<file path="src/rtl/maxnet_ctrl_pkg.sv">
// Shared state encoding and default parameters for the Maxnet sequencing controller.
package maxnet_ctrl_pkg;

    typedef enum logic [2:0] {
        IDLE   = 3'd0,
        LOAD   = 3'd1,
        FIRST  = 3'd2,
        ITER   = 3'd3,
        WAIT   = 3'd4,
        CHECK  = 3'd5,
        FINISH = 3'd6
    } state_t;

    localparam int DEF_PU_LATENCY = 2;
    localparam int DEF_ITER_W     = 8;
    localparam int DEF_MAX_ITER   = 100;
    localparam int TMR_W          = 4;

endpackage

</file>
<file path="src/rtl/maxnet_wait_timer.sv">
// Loadable down-counter with zero flag; times the PU settling window.
module maxnet_wait_timer #(
    parameter int W = 4
) (
    input  logic         clk,
    input  logic         rst,
    input  logic         load,
    input  logic [W-1:0] load_val,
    input  logic         dec,
    output logic         zero
);

    logic [W-1:0] count;

    always_ff @(posedge clk or negedge rst) begin
        if (!rst) begin
            count <= '0;
        end else if (load) begin
            count <= load_val;
        end else if (dec && (count != '0)) begin
            count <= count - W'(1);
        end
    end

    assign zero = (count == '0);

endmodule

</file>
<file path="src/rtl/maxnet_ctrl.sv">
// Maxnet sequencing controller: memory iteration, feedback iterations, convergence check.
// Define MAXNET_CTRL_TIMEOUT_EN to end a run at MAX_ITER iterations with timeout set.
module maxnet_ctrl
    import maxnet_ctrl_pkg::*;
#(
    parameter int PU_LATENCY = DEF_PU_LATENCY,
    parameter int ITER_W     = DEF_ITER_W,
    parameter int MAX_ITER   = DEF_MAX_ITER
) (
    input  logic              clk,
    input  logic              rst,
    input  logic              start,
    input  logic              done,
    output logic              sel_a,
    output logic              mem_en,
    output logic              result_signal,
    output logic              ready_sig,
    output logic              busy,
    output logic              finish,
    output logic              converged,
    output logic              timeout,
    output logic [ITER_W-1:0] iter_count
);

`ifdef MAXNET_CTRL_TIMEOUT_EN
    localparam bit TIMEOUT_EN = 1'b1;
`else
    localparam bit TIMEOUT_EN = 1'b0;
`endif

    state_t state, state_nx;
    logic   wt_load, wt_dec, wt_zero, cap_hit;
    logic   sel_a_nx, mem_en_nx, result_nx, ready_nx, busy_nx, finish_nx;

    assign cap_hit = TIMEOUT_EN && (iter_count >= ITER_W'(MAX_ITER));
    assign wt_load = (state == FIRST) || (state == ITER);
    assign wt_dec  = (state == WAIT);

    maxnet_wait_timer #(.W(TMR_W)) u_timer (
        .clk      (clk),
        .rst      (rst),
        .load     (wt_load),
        .load_val (TMR_W'(PU_LATENCY - 1)),
        .dec      (wt_dec),
        .zero     (wt_zero)
    );

    always_comb begin
        state_nx = state;
        case (state)
            IDLE:    if (start) state_nx = LOAD;
            LOAD:    state_nx = FIRST;
            FIRST:   state_nx = WAIT;
            ITER:    state_nx = WAIT;
            WAIT:    if (wt_zero) state_nx = CHECK;
            CHECK:   state_nx = (done || cap_hit) ? FINISH : ITER;
            FINISH:  state_nx = IDLE;
            default: state_nx = IDLE;
        endcase
    end

    // Outputs are decoded from the next state so the registers line up with the state they describe.
    always_comb begin
        sel_a_nx  = 1'b0;
        mem_en_nx = 1'b0;
        result_nx = 1'b0;
        ready_nx  = 1'b0;
        busy_nx   = 1'b0;
        finish_nx = 1'b0;
        case (state_nx)
            LOAD: begin
                sel_a_nx  = 1'b1;
                mem_en_nx = 1'b1;
                ready_nx  = 1'b1;
                busy_nx   = 1'b1;
            end
            FIRST: begin
                sel_a_nx  = 1'b1;
                mem_en_nx = 1'b1;
                result_nx = 1'b1;
                busy_nx   = 1'b1;
            end
            ITER: begin
                result_nx = 1'b1;
                busy_nx   = 1'b1;
            end
            WAIT: begin
                // Keep the issuing state's input selection while the PU settles.
                sel_a_nx  = sel_a;
                mem_en_nx = mem_en;
                busy_nx   = 1'b1;
            end
            CHECK:   busy_nx   = 1'b1;
            FINISH:  finish_nx = 1'b1;
            default: ;
        endcase
    end

    always_ff @(posedge clk or negedge rst) begin
        if (!rst) begin
            state         <= IDLE;
            sel_a         <= 1'b0;
            mem_en        <= 1'b0;
            result_signal <= 1'b0;
            ready_sig     <= 1'b0;
            busy          <= 1'b0;
            finish        <= 1'b0;
            converged     <= 1'b0;
            timeout       <= 1'b0;
            iter_count    <= '0;
        end else begin
            state         <= state_nx;
            sel_a         <= sel_a_nx;
            mem_en        <= mem_en_nx;
            result_signal <= result_nx;
            ready_sig     <= ready_nx;
            busy          <= busy_nx;
            finish        <= finish_nx;
            if (state == IDLE && start) begin
                converged  <= 1'b0;
                timeout    <= 1'b0;
                iter_count <= '0;
            end
            if (state_nx == FIRST) begin
                iter_count <= ITER_W'(1);
            end else if (state_nx == ITER && iter_count != '1) begin
                iter_count <= iter_count + ITER_W'(1);
            end
            if (state == CHECK) begin
                if (done) converged <= 1'b1;
                else if (cap_hit) timeout <= 1'b1;
            end
        end
    end

endmodule

</file>
<file path="config.mk">
export PLATFORM = sky130hd
export DESIGN_NAME = maxnet_ctrl
export DESIGN_NICKNAME = d
export VERILOG_FILES = /design/src/rtl/maxnet_ctrl_pkg.sv /design/src/rtl/maxnet_wait_timer.sv /design/src/rtl/maxnet_ctrl.sv
export SDC_FILE = /design/constraint.sdc
export NUM_CORES = 1
export LEC_CHECK = 0
export BUFFER_PORTS_ARGS = -buffer_cell sky130_fd_sc_hd__buf_2
export CORE_MARGIN = 3
export CORE_UTILIZATION = 55
export DETAILED_ROUTE_END_ITERATION = 6
export PLACE_DENSITY_LB_ADDON = 0.2
export SLEW_MARGIN = 20
export SYNTH_ARGS = -nofsm -noshare
export SYNTH_HDL_FRONTEND = slang
export SYNTH_SLANG_ARGS = --single-unit
</file>
<file path="constraint.sdc">
create_clock -name clk -period 4.7 [get_ports clk]
set_input_delay 1.41 -clock clk [delete_from_list [all_inputs] [get_ports clk]]
set_output_delay 1.41 -clock clk [all_outputs]
set_load 0.05 [all_outputs]
</file>
Yosys cells after proc, flatten, opt, wreduce, memory -nomap -nowiden. Cells that the tools add are included.

Bits in registers: 21. Input port bits: 4. Output and inout bits: 16.

Add/subtract/negate cells: 2. Equal/unequal tests: 12. Multiplexer cells: 17. Reductions and logical operators: 13.

Operator list (number): 8-bit 2-to-1 mux (3); 3-bit equality test (second input constant) (5); 3-bit case mux with 5 select lines (1); 3-bit by 2-bit equality test with 1-bit output (second input constant) (4); 3-bit 2-to-1 mux (3); 8-bit by 1-bit adder with 8-bit output (second input constant) (1); 4-bit 2-to-1 mux (2); 8-bit inequality test (second input constant) (1); 1-bit 2-to-1 mux (7); 3-bit by 1-bit equality test with 1-bit output (second input constant) (2); 2-bit OR reduction (3); 5-bit OR reduction (1); 4-bit zero test (1); 4-bit nonzero test (1); 4-bit by 1-bit subtractor with 4-bit output (second input constant) (1); 1-bit logical AND (3); 3-bit zero test (1); 3-bit nonzero test (1); 1-bit case mux with 2 select lines (1); 2-bit nonzero test (1); 1-bit logical OR (1).

Logic depth before layout (Yosys ltp). Gate-level depths: netlist (run 1).

Word-level depth: 7. Gate-level depth with buffers: 6.

Modules after synthesis. Synthesis (run 1) repeated with hierarchy kept, for this count alone.

Cell total of the unflattened synthesis: 113. Area total of the unflattened synthesis: 1152.4 µm².

Modules (own cells, without submodules): maxnet_ctrl (instances 1, cells an instance 86, area an instance 882.1 µm²); maxnet_wait_timer (instances 1, cells an instance 27, area an instance 270.3 µm²).

Least setup slack after synthesis (run 1). No wires, ideal clock.

Kind: input to register. Start: input done. End: register iter_count[5]. Library setup time: 0.118 ns. Arrival: 2.347 ns. Data required time: 4.582 ns. Slack: 2.234 ns. Stages on the path: 4. Path buffers: 0. Cell sequence: nand4bb_1 > a31oi_4 > mux2_4 > a21o_1.

Cells in the longest elaborated chain, start to end: 6. Elaborated cells between the ends (all ways): 8. Classes of those cells: eq/ne: 2; mux: 4; reduce/logical: 2.

RTL lines: start: declaration (RTL line maxnet_ctrl.sv:13) `input logic done,`; 3-bit 2-to-1 mux * (RTL line maxnet_ctrl.sv:56) `CHECK: state_nx = (done || cap_hit) ? FINISH : ITER;`; 3-bit case mux with 5 select lines * (RTL line maxnet_ctrl.sv:50) `case (state)`; 3-bit by 2-bit equality test with 1-bit output (RTL line maxnet_ctrl.sv:126) `end else if (state_nx == ITER && iter_count != '1) begin`; 1-bit logical AND (RTL line maxnet_ctrl.sv:126); 8-bit 2-to-1 mux (RTL line maxnet_ctrl.sv:126); 8-bit 2-to-1 mux (RTL line maxnet_ctrl.sv:124) `if (state_nx == FIRST) begin`; end signal: assignment (RTL line maxnet_ctrl.sv:127) `iter_count <= iter_count + ITER_W'(1);`; end: declaration (RTL line maxnet_ctrl.sv:22) `output logic [ITER_W-1:0] iter_count`.

Every way passes the cells marked *; elsewhere a longest branch is shown, timed or not. A chain may end at the register's enable or synchronous reset.

Worst setup path after layout (run 1). Ends and elaborated chain as after synthesis.

==> results of run 1 <==
-- path summary, 6_finish.rpt --
| path | start | to | slack, ns | cells after the start |
|---|---|---|---|---|
| worst max-delay path | done | iter_count[5] | 1.94 | 5 |
| worst min-delay path | converged | converged | 0.54 | 2 |
| worst max register to register | state[0] | iter_count[5] | 2.60 | 4 |
| worst min register to register | converged | converged | 0.54 | 2 |
| max in group asynchronous | rst | busy | 3.35 | 1 |
| min in group asynchronous | rst | u_timer.count[3] | 1.04 | 1 |
-- final cells by class --
class                   count  area (µm²)
inverters                   4        15.0
well taps                  25        31.3
clock buffers               4        26.3
multi-input cells          76         534
flip-flops and latches     21         526
fillers                   166         598
repair buffers             18        90.1
-- power breakdown --
group | internal [W] | total [W] | switching, W
registers | 0.000233 | 0.000292 | 0.0000587
logic | 0.000114 | 0.000334 | 0.000220
clock network | 0.0000331 | 0.0000875 | 0.0000543
-- per-stage QoR --
stage	setup WS (ns)	cell area (µm²)
CTS	1.93	1220
floorplan	2.23	1120
detailed placement	1.62	1200
finish	1.94	1220
global placement	1.68	1200
global route	1.83	1220
-- layout by cell type, fill, tap and decap left out, types with 2 or more instances in the layout --
cell      count
buf_2        18
xor2_1        3
xnor2_1       3
nor3b_1       3
ha_1          3
nor2b_1       3
nor3_1        3
nand2_1       6
nand2b_1      2
o22ai_1       3
inv_1         4
clkbuf_4      3
dfrtp_1      21
o21ai_0       4
nor2_1        8
nand3_1       5
a21oi_1       2
o21bai_1      2
and3_1        4
a211oi_1      2
a21o_1        2
-- kinds of logic after synthesis --
logic type / count (synthesis) / share of synthesized area [%]
mux: 2 / 2.23
simple gates: 40 / 19.9
buf+inv: 11 / 5.36
other cells: 1 / 0.335
compound gates: 24 / 17.2
fa+ha+maj: 3 / 3.35
xor+xnor: 6 / 4.69
flops: 21 / 46.9
-- critical path: cells and delay by family --
kind | cells | cell delay, ns
buf+inv | 1 | 0.12
compound gates | 2 | 0.60
mux | 1 | 0.33
simple gates | 1 | 0.50
-- per-layer routing --
layer	share of wire [%]	vias up
met2	44	22
met3	5.1	5
met4	1.7	0
met5	0	-
met1	50	385
li1	-	406
==> summary.txt, run 1 <==
Critical path startpoint category: input port
Worst-path clk slew: 0.11 ns
LEAKAGE: 0.604 nW
Post-route ant nets: 0
GRT Residual Overflow: 0
Primary FF master, synth: dfrtp_1
GR Util met3: 3.50%
Final Max Tran Viols: 0
Critical Path RT: 4.91 ns
Die X: 51.1 µm
Clock root buffer master: clkbuf_4
Core area: 0.00182 mm²
First-pass GRT wire length: 3410 µm
GPL Wtd Cong: 0.855
Vias: 818
Dpl hpwl: 1440 µm
GR Util met2: 25.5%
Post-Syn Area per Cell: 10.4 µm²
H-tree lvl count: 1
Minimum clock period: 2.76 ns
Fin nets: 131
Dpl cells: 144
Final setup vio count: 0
Crit path kind: in2reg
Synth area leaders: dfrtp_1 47%, ha_1 3.4%, nor2_1 2.7%
Final Hold Vio Count: 0
Port buffer count: 18
Crit path max fanout: 11
Hold-fix buffers, CTS: 0
Vias per cell: 5.53
Worst Skew: 0.00323 ns
DRC errors left: 0
Area leader, netlist: dfrtp_1
Count leader, synth: dfrtp_1
Global route hottest layer: met2
Max-slew headroom: 65.2%
Hold Crit Class: reg2reg
Ys Warns: 0
Clock sinks: 21
Async S/R FF share, synth: 100%
Synthesized area: 0.00112 mm²
DIE AREA: 0.00261 mm²
Antenna diodes: 0
Unrepaired setup endpoints after global routing: false
Status: complete, no violations
Post-synth top area share: 46.9%
Initial antenna violation count: 0
Final Power: 0.000714 W
Crit path DAT: 2.97 ns
Routed wire length: 1950 µm
Largest register FFs: 8
Syn nets: 115
CP Capture Type: flip-flop
Io pins: 20
Vias in the first global route: 767
Wire length per cell: 13.2 µm
Commonest cells in the netlist: 21 x dfrtp_1, 8 x nor2_1, 6 x nand2_1
Cell variety after synth: 41
CP cell instances: buf_2 -> nand4bb_1 -> a31oi_4 -> mux2_4 -> a21o_1
GRT Total Usage: 17.1%
Layout cells sized above 1: 24.4%
Setup bufs post-CTS: 0
Final setup TNS: 0 ns
Initial core utilization: 61.5%
Hold slack: 0.544 ns
Slowest cell on crit path: nand4bb_1
Slew @ Worst Pin: 0.518 ns
TritonCTS Buffers: 3
Pre-Repair DR Iteration Count: 4
Largest regs: iter_count (8), u_timer.count (4), state (3)
CTS Buffer Depth: 2
Max Clk Rate: 363 MHz
Largest net degree at the start of global routing: 22
Syn Inst Count: 108
Violation count after the first detailed-routing iteration: 12
Peak supply drop: 0.491 mV
Crit-path max cell delay: 0.50 ns
Max-cap viol count: 0
CTS tree: yes
Site Rows: 15
Most flop-heavy register: iter_count
EDFF count, synth: 0
Latest clock arrival within the worst-skew pair: 0.30 ns
Syn-to-layout area delta: 9.16%
Final Util: 67.1%
Post-CTS resize count: 0
PwrDens: 584 mW/mm²
Fin crit share: 58.7%
Register bit total from synthesis: 21
Die height: 51.1 µm
Register area share after synthesis: 46.9%
Fin cells: 148
Met1 GRT Util: 24.1%
Note: power is estimated with default switching activity, not from simulation.
==> run 2: changes to the inputs <==
--- a/config.mk
+++ b/config.mk
@@ -7,7 +7,7 @@
 export LEC_CHECK = 0
 export BUFFER_PORTS_ARGS = -buffer_cell sky130_fd_sc_hd__buf_2
 export CORE_MARGIN = 3
-export CORE_UTILIZATION = 55
+export CORE_UTILIZATION = 48
 export DETAILED_ROUTE_END_ITERATION = 6
 export PLACE_DENSITY_LB_ADDON = 0.2
 export SLEW_MARGIN = 20
==> constraint.sdc (replaced) <==
create_clock -name clk -period 2.3 [get_ports clk]
set_input_delay 0.69 -clock clk [delete_from_list [all_inputs] [get_ports clk]]
set_output_delay 0.69 -clock clk [all_outputs]
set_load 0.05 [all_outputs]
==> summary.txt, run 2 (synthesized netlist as in run 1, its figures left out) <==
Fin nets: 132 (was 131)
Layout cells sized above 1: 25.8% (was 24.4%)
Critical Path Source: iter_count[0] (was done)
LEAKAGE: 0.607 nW (was 0.604 nW)
Crit-path max cell delay: 0.45 ns (was 0.50 ns)
Largest regs: iter_count (8), u_timer.count (4), state (3) (unchanged)
Pre-CTS worst setup slack: 0.337 ns (was 1.62 ns)
Critical Path RT: 2.52 ns (was 4.91 ns)
Most flop-heavy register: iter_count (unchanged)
Violation count after the first detailed-routing iteration: 16 (was 12)
Post-route ant nets: 0 (unchanged)
Peak supply drop: 0.704 mV (was 0.491 mV)
Clock root buffer master: clkbuf_4 (unchanged)
Status: complete, no violations (unchanged)
Port buffer count: 18 (unchanged)
Vias: 828 (was 818)
Final setup TNS: 0 ns (unchanged)
Initial core utilization: 53.8% (was 61.5%)
Hold-fix buffers, CTS: 0 (unchanged)
First-pass GRT wire length: 3530 µm (was 3410 µm)
Final setup vio count: 0 (unchanged)
Site Rows: 16 (was 15)
Vias in the first global route: 781 (was 767)
Worst Skew: 0.00857 ns (was 0.00323 ns)
Final Hold Vio Count: 0 (unchanged)
Largest register FFs: 8 (unchanged)
Fill cells: 193 (was 166)
DIE AREA: 0.00295 mm² (was 0.00261 mm²)
Post-CTS resize count: 0 (unchanged)
Die height: 54.3 µm (was 51.1 µm)
Worst-path clk slew: 0.12 ns (was 0.11 ns)
Crit path DAT: 2.08 ns (was 2.97 ns)
Worst reg2reg startpoint: iter_count[0] (was state[0])
Antenna diodes: 0 (unchanged)
Dpl cells: 147 (was 144)
Syn-to-layout area delta: 10.4% (was 9.16%)
Hold Crit Class: in2async (was reg2reg)
H-tree lvl count: 1 (unchanged)
Final WS setup: 0.442 ns (was 1.94 ns)
Largest net degree at the start of global routing: 22 (unchanged)
CP cell instances: ha_1 -> and3_1 -> a31oi_4 -> mux2_4 -> a21o_1 (was buf_2 -> nand4bb_1 -> a31oi_4 -> mux2_4 -> a21o_1)
Vias per cell: 5.48 (was 5.53)
CP Capture Type: flip-flop (unchanged)
Latest clock arrival within the worst-skew pair: 0.31 ns (was 0.30 ns)
Wire length per cell: 14.0 µm (was 13.2 µm)
Unrepaired setup endpoints after global routing: false (unchanged)
Io pins: 20 (unchanged)
Minimum clock period: 1.86 ns
CTS Buffer Depth: 2 (unchanged)
Final Max Tran Viols: 0 (unchanged)
Most frequent cells in the layout: 21 x dfrtp_1, 18 x buf_2, 8 x nor2_1, 6 x nand2_1, 5 x nand3_1 (unchanged)
Commonest non-fill, non-tap cell in the layout: dfrtp_1 (unchanged)
Multi-input logic area: 534 µm² (unchanged)
TritonCTS Buffers: 3 (unchanged)
PwrDens: 1190 mW/mm² (was 584 mW/mm²)
GRT Total Usage: 17.4% (was 17.1%)
Slowest cell on crit path: dfrtp_1 (was nand4bb_1)
Setup bufs post-CTS: 0 (unchanged)
Pre-Repair DR Iteration Count: 4 (unchanged)
Max-cap viol count: 0 (unchanged)
CP Buf/Inv Count: 0 (was 1)
CTS tree: yes (unchanged)
GPL Wtd Cong: 0.761 (was 0.855)
Fin crit share: 80.8%
GRT Residual Overflow: 0 (unchanged)
Worst Reg-to-Reg Cells: 5 (was 4)
Final Util: 59.4% (was 67.1%)
Core area: 0.00208 mm² (was 0.00182 mm²)
Dpl hpwl: 1520 µm (was 1440 µm)
DRC errors left: 0 (unchanged)
Max Clk Rate: 538 MHz
Cell depth of the worst setup path: 5 (unchanged)
Die X: 54.3 µm (was 51.1 µm)
Crit path kind: reg2reg (was in2reg)
Crit path max fanout: 6 (was 11)
Routed wire length: 2120 µm (was 1950 µm)
Crit path to: iter_count[5] (unchanged)
Cell family with most CP delay: compound AO/OA/AOI/OAI gates (unchanged)
Critical path startpoint category: flip-flop (was input port)
Register area: 526 µm² (unchanged)
Fin cells: 151 (was 148)
Worst reg-to-reg setup slack: 0.44 ns (was 2.60 ns)
Clock sinks: 21 (unchanged)
Initial antenna violation count: 0 (unchanged)
Worst reg2reg endpoint: iter_count[5] (unchanged)
## run 2: cell types whose count changed in the layout (fill, tap and decap cells not counted)
cell and change:
clkbuf_1 -1, buf_4 +1, clkinvlp_4 +1
## run 2: final cells by class
type | count | area share [%]
inverter | 4 | 1.21
clock inverter | 1 | 0.607
timing repair buffer | 19 | 7.89
multi-input combinational | 76 | 43.2
tap | 27 | 2.73
sequential | 21 | 42.5
clock buffer | 3 | 1.82
## run 2: worst min-delay path by stage
| stage | cells after the start | slack (ns) | startpoint | end |
|---|---|---|---|---|
| 5_1_grt | 1 | 0.31 | rst | finish |
| 6_report | 1 | 0.30 | rst | finish |
| 4_1_cts | 1 | 0.31 | rst | iter_count[6] |
| 3_3_place_gp | 2 | 0.51 | converged | converged |
| 2_1_floorplan | 0 | 0.39 | rst | busy |
| 3_5_place_dp | 2 | 0.52 | converged | converged |
## run 2: metal layers
metal  up-vias  track usage, %  share of wire (%)
met3         4            4.09                5.7
met4         0            12.4                2.1
met5         -               0                  0
li1        410               -                  -
met2        25            28.1                 47
met1       389            20.2                 45
## run 2: metrics by stage
step | instance area (µm²) | hold WS (ns) | power [W]
after floorplan | 1120 | 0.394 | 0.00116
after global placement | 1210 | 0.515 | 0.00128
after detailed placement | 1210 | 0.519 | 0.00130
after CTS | 1240 | 0.314 | 0.00149
after global routing | 1240 | 0.306 | 0.00160
final | 1240 | 0.300 | 0.00148
## run 2: report_power, final
| part | total [W] | internal, W | switching, W |
|---|---|---|---|
| Clock | 0.000183 | 0.0000664 | 0.000116 |
| Combinational | 0.000689 | 0.000237 | 0.000452 |
| Sequential | 0.000605 | 0.000476 | 0.000129 |
